## config.mk

```make
export PLATFORM = sky130hd
export DESIGN_NAME = uart_tx_feeder
export DESIGN_NICKNAME = d
export VERILOG_FILES = /design/src/rtl/uart_tx_feeder.sv
export SDC_FILE = /design/constraint.sdc
export NUM_CORES = 1
export LEC_CHECK = 0
export CORE_MARGIN = 2
export CORE_UTILIZATION = 57
export DETAILED_ROUTE_END_ITERATION = 10
export MAX_ROUTING_LAYER = met4
export PLACE_DENSITY_LB_ADDON = 0.1
export SKIP_LAST_GASP = 1
export SLEW_MARGIN = 20
export SYNTH_ARGS = -nofsm -noshare
export SYNTH_HDL_FRONTEND = slang
export SYNTH_SLANG_ARGS = --single-unit
```

## constraint.sdc

```tcl
create_clock -name clk -period 8.8 [get_ports clk]
set_clock_uncertainty 0.2 [all_clocks]
set_input_delay 1.76 -clock clk [delete_from_list [all_inputs] [get_ports clk]]
set_output_delay 1.76 -clock clk [all_outputs]
set_load 0.1 [all_outputs]
```

## src/rtl/uart_tx_feeder.sv

```systemverilog
// Byte FIFO plus frame pacer feeding a UART transmitter that has no busy output.
// Optional statistics counters (tx_count, drop_count) when UART_TX_FEEDER_STATS_EN is defined.
module uart_tx_feeder #(
  parameter int unsigned INPUT_CLK  = 50000000,
  parameter int unsigned BAUD_RATE  = 230400,
  parameter int unsigned DEPTH_LOG2 = 4,
  parameter int unsigned GAP_BITS   = 1
) (
  input  logic                  clk,
  input  logic                  reset_n,
  input  logic [7:0]            wr_data,
  input  logic                  wr_valid,
  output logic                  wr_ready,
  output logic [7:0]            send_byte,
  output logic                  send_en,
  output logic [DEPTH_LOG2:0]   level,
  output logic                  busy,
  output logic                  overflow
`ifdef UART_TX_FEEDER_STATS_EN
  ,
  output logic [15:0]           tx_count,
  output logic [7:0]            drop_count
`endif
);

  localparam int unsigned DEPTH        = 2 ** DEPTH_LOG2;
  localparam int unsigned BIT_CYCLES   = INPUT_CLK / BAUD_RATE;
  localparam int unsigned FRAME_CYCLES = BIT_CYCLES * (10 + GAP_BITS);
  localparam int unsigned CNT_W        = (FRAME_CYCLES > 2) ? $clog2(FRAME_CYCLES) : 1;
  localparam int unsigned LVL_W        = DEPTH_LOG2 + 1;
  localparam int unsigned PTR_W        = DEPTH_LOG2;

  typedef enum logic [1:0] {
    IDLE   = 2'd0,
    STROBE = 2'd1,
    GAP    = 2'd2
  } state_e;

  state_e             state_q, state_d;
  logic [CNT_W-1:0]   gap_q, gap_d;
  logic [PTR_W-1:0]   wr_ptr_q, wr_ptr_d;
  logic [PTR_W-1:0]   rd_ptr_q, rd_ptr_d;
  logic [LVL_W-1:0]   level_q, level_d;
  logic [7:0]         send_byte_q, send_byte_d;
  logic               send_en_q, send_en_d;
  logic               busy_q, busy_d;
  logic               overflow_q, overflow_d;
  logic [7:0]         mem_q [DEPTH];

  logic               push;
  logic               pop;
  logic               rejected;

  // Ready is derived from the registered level, so a pop while full frees space next cycle
  assign wr_ready = (level_q != LVL_W'(DEPTH));
  assign push     = wr_valid & wr_ready;
  assign rejected = wr_valid & ~wr_ready;

  // Pacing FSM: pop decisions happen in IDLE or at the end of a frame gap
  always_comb begin
    state_d = state_q;
    gap_d   = gap_q;
    pop     = 1'b0;
    unique case (state_q)
      IDLE: begin
        if (level_q != '0) begin
          pop     = 1'b1;
          state_d = STROBE;
        end
      end
      STROBE: begin
        gap_d   = CNT_W'(FRAME_CYCLES - 1);
        state_d = GAP;
      end
      GAP: begin
        if (gap_q == '0) begin
          if (level_q != '0) begin
            pop     = 1'b1;
            state_d = STROBE;
          end else begin
            state_d = IDLE;
          end
        end else begin
          gap_d = gap_q - CNT_W'(1);
        end
      end
      default: state_d = IDLE;
    endcase
  end

  always_comb begin
    wr_ptr_d    = wr_ptr_q;
    rd_ptr_d    = rd_ptr_q;
    level_d     = level_q;
    send_byte_d = send_byte_q;
    send_en_d   = (state_d == STROBE);
    busy_d      = (state_d != IDLE);
    overflow_d  = overflow_q | rejected;
    if (push) begin
      wr_ptr_d = wr_ptr_q + PTR_W'(1);
    end
    if (pop) begin
      rd_ptr_d    = rd_ptr_q + PTR_W'(1);
      send_byte_d = mem_q[rd_ptr_q];
    end
    case ({push, pop})
      2'b10:   level_d = level_q + LVL_W'(1);
      2'b01:   level_d = level_q - LVL_W'(1);
      default: level_d = level_q;
    endcase
  end

  always_ff @(posedge clk or negedge reset_n) begin
    if (!reset_n) begin
      state_q     <= IDLE;
      gap_q       <= '0;
      wr_ptr_q    <= '0;
      rd_ptr_q    <= '0;
      level_q     <= '0;
      send_byte_q <= 8'h00;
      send_en_q   <= 1'b0;
      busy_q      <= 1'b0;
      overflow_q  <= 1'b0;
    end else begin
      state_q     <= state_d;
      gap_q       <= gap_d;
      wr_ptr_q    <= wr_ptr_d;
      rd_ptr_q    <= rd_ptr_d;
      level_q     <= level_d;
      send_byte_q <= send_byte_d;
      send_en_q   <= send_en_d;
      busy_q      <= busy_d;
      overflow_q  <= overflow_d;
    end
  end

  // Storage needs no reset; emptiness is tracked by the pointers and level
  always_ff @(posedge clk) begin
    if (push) begin
      mem_q[wr_ptr_q] <= wr_data;
    end
  end

  assign send_byte = send_byte_q;
  assign send_en   = send_en_q;
  assign level     = level_q;
  assign busy      = busy_q;
  assign overflow  = overflow_q;

`ifdef UART_TX_FEEDER_STATS_EN
  logic [15:0] tx_count_q, tx_count_d;
  logic [7:0]  drop_count_q, drop_count_d;

  // tx_count wraps naturally; drop_count saturates
  always_comb begin
    tx_count_d   = tx_count_q;
    drop_count_d = drop_count_q;
    if (send_en_q) begin
      tx_count_d = tx_count_q + 16'(1);
    end
    if (rejected && (drop_count_q != 8'hFF)) begin
      drop_count_d = drop_count_q + 8'(1);
    end
  end

  always_ff @(posedge clk or negedge reset_n) begin
    if (!reset_n) begin
      tx_count_q   <= '0;
      drop_count_q <= '0;
    end else begin
      tx_count_q   <= tx_count_d;
      drop_count_q <= drop_count_d;
    end
  end

  assign tx_count   = tx_count_q;
  assign drop_count = drop_count_q;
`endif

endmodule
```

; After elaboration in Yosys (flattened, before gate mapping)
; Memories as Yosys holds them, arrays and structs flattened. A register that Yosys moved wholly into a read port is not among the register bits.
; Index checks and enable logic that the tools add are counted.
[classes]
n_bitwise = 4
muxes = 12
addsub = 5
eq_ne = 7
reduce_logical = 8
[ops]
columns = operator, count
row1 = $pmux W12 S2, 1
row2 = $logic_not A12 Y1, 1
row3 = $mux W12, 1
row4 = $sub A12 B1 Y12 const B, 1
row5 = $pmux W5 S2, 1
row6 = $add A4 B1 Y4 const B, 2
row7 = $eq A2 B1 Y1 const B, 3
row8 = $pmux W2 S3, 1
row9 = $reduce_bool A2 Y1, 3
row10 = $add A5 B1 Y5 const B, 1
row11 = $mux W1, 5
row12 = $ne A5 B5 Y1 const B, 1
row13 = $reduce_bool A5 Y1, 1
row14 = $sub A5 B1 Y5 const B, 1
row15 = $eq A2 B2 Y1 const B, 2
row16 = $mux W2, 2
row17 = $and A1 B1 Y1, 2
row18 = $logic_not A2 Y1, 1
row19 = $ne A2 B2 Y1 const B, 1
row20 = $pmux W1 S2, 1
row21 = $reduce_and A2 Y1, 1
row22 = $logic_not A1 Y1, 1
row23 = $not A1 Y1, 1
row24 = $or A1 B1 Y1, 1
[word_totals]
ram_bits = 128
register_bits = 30
output_inout_bits = 17
mem_count = 1
[mem_list]
columns = name, depth, width, rd, rd_ports_with_merged_regs, write_ports, line_no
row1 = mem_q, 16, 8, 1, 1, 1, 48  ; logic [7:0] mem_q [DEPTH];

; Depth between registers and ports, before layout
[logic_depth]
depth_word = 6
depth_mapped = 13

; Worst setup path before layout
; OpenSTA, ideal clock, no wires.
[synth_path]
path_kind = register -> register
from = register level_q[1], in the netlist level[1]
to = register level_q[4], in the netlist level[4]
path_slack_ns = 4.633
stages_incl_launch_ff = 13
path_buffers = 1
synth_period_minus_slack_ns = 4.167
t_arrival_ns = 3.838
cell_sequence = dfrtp_1 nor4_4 nand2_1 and2_1 clkbuf_1 inv_1 ha_1 ha_1 a21o_1 a21oi_1 xor2_1 nor2_1 xnor2_1
[synth_between]
word_cells_on_any_way = 12
cone_classes = 2 x add/sub / 3 x eq/ne / 4 x mux / 1 x bitwise / 2 x reduce/logical
[synth_rtl]
columns = item, line_no
row1 = "start, declared", 43  ; logic [LVL_W-1:0] level_q, level_d;
row2 = "start signal, assigned", 129  ; level_q <= level_d;
row3 = $ne A5 B5 Y1 *, 55  ; assign wr_ready = (level_q != LVL_W'(DEPTH));
row4 = named net wr_ready, 13  ; output logic wr_ready,
row5 = $and A1 B1 Y1 *, 56  ; assign push = wr_valid & wr_ready;
row6 = $eq A2 B1 Y1 or $eq A2 B2 Y1 (tied branches), 106  ; case ({push, pop})
row7 = $pmux W5 S2 or $reduce_bool A2 Y1 (tied branches), -
; The timed path passes the listed nets; every way through them passes the cells marked *.
; A chain may end at the register's enable or synchronous reset.

; Worst setup path in the final report
[layout_path]
from = register level_q[1], in the netlist level[1]
to = output port wr_ready
[layout_between]
elab_chain_cells = 1
[layout_rtl]
columns = item, line_no
row1 = $ne A5 B5 Y1, 55
row2 = "end, declared", 13
; No other way between the ends.

==> results_dict.tcl <==
set metrics [dict create \
    grt_setup_unrepaired "false" \
    ctsResizeCount 0 \
    drt.antenna.violating_nets 0 \
    path_clk_slew_ps 60 \
    worstPathRequired_ps 6840 \
    total_power_mw 2.04 \
    maxCapViolations 0 \
    drc 0 \
    relSlewSlack_pct 33.6 \
    grtUsageTotal_pct 24.0 \
    fin_area_um2 7820 \
    slowest_stage "clkdlybuf4s50_1" \
    power.switching_uw 575 \
    timing.setup.tns_ps 0 \
    io_pins 28 \
    synth-seq-area-share_pct 70.1 \
    ir_drop_v 0.000211 \
    syn_area_um2 6840 \
    status "finished, final reports clean" \
    grt_pass1_vias 3699 \
    mostFrequentLayoutCells "edfxtp_1 (128), mux2i_1 (49), dfrtp_1 (37)" \
    drtIter0Drc 370 \
    cts_buffers 17 \
    pwr-share-comb_pct 15.6 \
    timing.final.hold_violations 0 \
    hpwl_um 8700 \
    viasPerCell 6.13 \
    grt_max_degree 57 \
    fmax_mhz 227 \
    routed_wl_um 13900 \
    synthCells 432 \
    die_w_um 114 \
    drive_gt1_share_pct 11.7 \
    worst_slack_ps 4390 \
    place.gp.congestion 0.816 \
    cts.sinks 166 \
    nNetsFinal 481 \
    die_area_um2 12900 \
    dp.cells 585 \
    pre_cts_slack_ps 4390 \
    firstDrtPassIters 4 \
    top_usage_layer "met1" \
    power.density_nw_per_um2 261 \
    row_count 40 \
    met2_usage_pct 33.1 \
    post-cts-setup-buffers 0 \
    cts_tree "yes" \
    hold_class "flip-flop to flip-flop" \
    slowest_delay_ps 980 \
    p_sw_share_pct 28.2 \
    crit_chain "nor4_4, nand2_1, clkdlybuf4s50_1" \
    finalCoreUtilization_pct 65.9 \
    finalCritPeriodShare_pct 50.1 \
    wire_per_inst_um 22.5 \
    path_depth 3 \
    clk_latency_ps 420 \
    use_met1_pct 35.5 \
    synth_edf_count 128 \
    cts_max_path_buffers 2 \
    seqPwrFrac_pct 48.2 \
    h-tree-depth 4 \
    p_leak_nw 2.61 \
    pwr-share-clk_pct 36.2 \
    cp-start-kind "flip-flop" \
    hold_buffers 0 \
    r2r_cells 12 \
    root_buffer "clkbuf_16" \
    synthArstFlopShare_pct 22.9 \
    whs_path_depth 1 \
    critPathKind "flip-flop to primary output" \
    endpoint_kind "primary output" \
    place_area_um2 7200 \
    syn2layout_area_growth_pct 14.3 \
    critPathMaxFanout 5 \
    core_region_area_um2 11900 \
    tightest_slew_ps 993 \
    die_h_um 114 \
    synth_nets 455 \
    internal_power_mw 1.46 \
    initial_core_util_pct 57.7 \
    grt.met3_usage_pct 5.90 \
    antenna_cells 0 \
    ys_ff_latch 166 \
    layout_commonest_cell "edfxtp_1" \
    synth_top_flop_cell "edfxtp_1" \
    path_buf_inv 1 \
    vias 3786 \
    setup_viol 0 \
    cp_data_arrival_time_ps 2450 \
    post-route-min-period_ps 4410 \
    avgSynthCellArea_um2 15.8 \
    grt_overflow_total 0 \
    antenna_found_initial 0 \
    num-fill-cells 840 \
    port_buffers 27 \
    slew_viol_final 0 \
    yosysUniqueCellTypes 45 \
    fin_hold_ws_ps 283 \
    yosys_warnings 0 \
    crit_family "buffers and inverters" \
    fin_cells 618 \
    grt_pass1_wl_um 21600 \
]
## metal layers
metal | wire [µm] | share of wire, %
met2 | 6370 | 46
met5 | 0 | 0
met4 | 264 | 1.9
met3 | 827 | 6.0
met1 | 6430 | 46
## cell type report
class                      instances  area (µm²)  area share [%]
multi-input combinational        236        1930            24.7
tap                              147         184            2.35
sequential                       166        4800            61.3
clock buffer                      19         433            5.54
clock inverter                    13         158            2.02
inverter                           7        26.3           0.336
timing repair buffer              30         292            3.73
## worst register-to-register path: stages, from the launching register on
cell      delay [ps]
dfrtp_1          450
inv_1            110
ha_1             150
nor4b_2          380
nand3_4          170
a221oi_4         470
ha_1             360
ha_1             310
a21o_1           190
a21oi_1          180
xor2_1           170
nor2_1            70
xnor2_1          120
## power by group through the flow
stage | sequential [mW] | clock [mW] | combinational (mW)
floorplan | 1.07 | 0 | 0.140
finish | 0.983 | 0.737 | 0.317
detailed placement | 0.995 | 0 | 0.316
global placement | 0.991 | 0 | 0.310
global route | 0.992 | 0.778 | 0.342
CTS | 0.980 | 0.748 | 0.317
## state kept, by name, indices dropped and copies added, names as in the netlist
name	count
rd_ptr_q	4
busy	1
state_q	2
level	5
wr_ptr_q	4
send_en	1
overflow	1
gap_q	12
mem_q	128
send_byte	8
## cell usage after synthesis (all sizes together), types with 3 or more instances
cell	count	share of area (%)
mux4	10	3.3
nor2	29	1.6
nand2b	3	0.27
ha	11	2.0
xor2	6	0.77
clkbuf	11	0.60
a31oi	9	0.82
o211ai	4	0.44
a22oi	12	1.3
o21ai	9	0.66
edfxtp	128	56
xnor2	9	1.2
nand3	10	0.91
inv	7	0.38
nor3	8	0.59
mux2i	49	7.2
nor2b	3	0.27
nand2	25	1.4
a221oi	9	1.4
nor4	5	0.90
dfrtp	38	14
a21oi	6	0.44
buf	12	0.97
## cells by family (layout without fill, tap and decap cells)
| group | count (synthesis) | in the layout | synth area share (%) |
|---|---|---|---|
| xor+xnor | 15 | 15 | 1.92 |
| simple gates | 94 | 94 | 7.23 |
| compound gates | 54 | 54 | 5.69 |
| flops | 166 | 166 | 70.1 |
| mux | 61 | 61 | 10.8 |
| buf+inv | 30 | 69 | 1.96 |
| fa+ha+maj | 12 | 12 | 2.31 |
## final timing paths
| check | start | end | slack [ps] |
|---|---|---|---|
| worst min-delay path | overflow$_DFF_PN0_ | overflow$_DFF_PN0_ | 280 |
| max in group asynchronous | reset_n | rd_ptr_q[2]$_DFFE_PN0P_ | 6460 |
| worst max register to register | gap_q[0]$_DFFE_PN0P_ | level[4]$_DFFE_PN0P_ | 5370 |
| worst min register to register | overflow$_DFF_PN0_ | overflow$_DFF_PN0_ | 280 |
| worst max-delay path | level[1]$_DFFE_PN0P_ | wr_ready | 4390 |
| min in group asynchronous | reset_n | send_byte[4]$_DFFE_PN0P_ | 1280 |
Power figures use the tool's default switching activity.
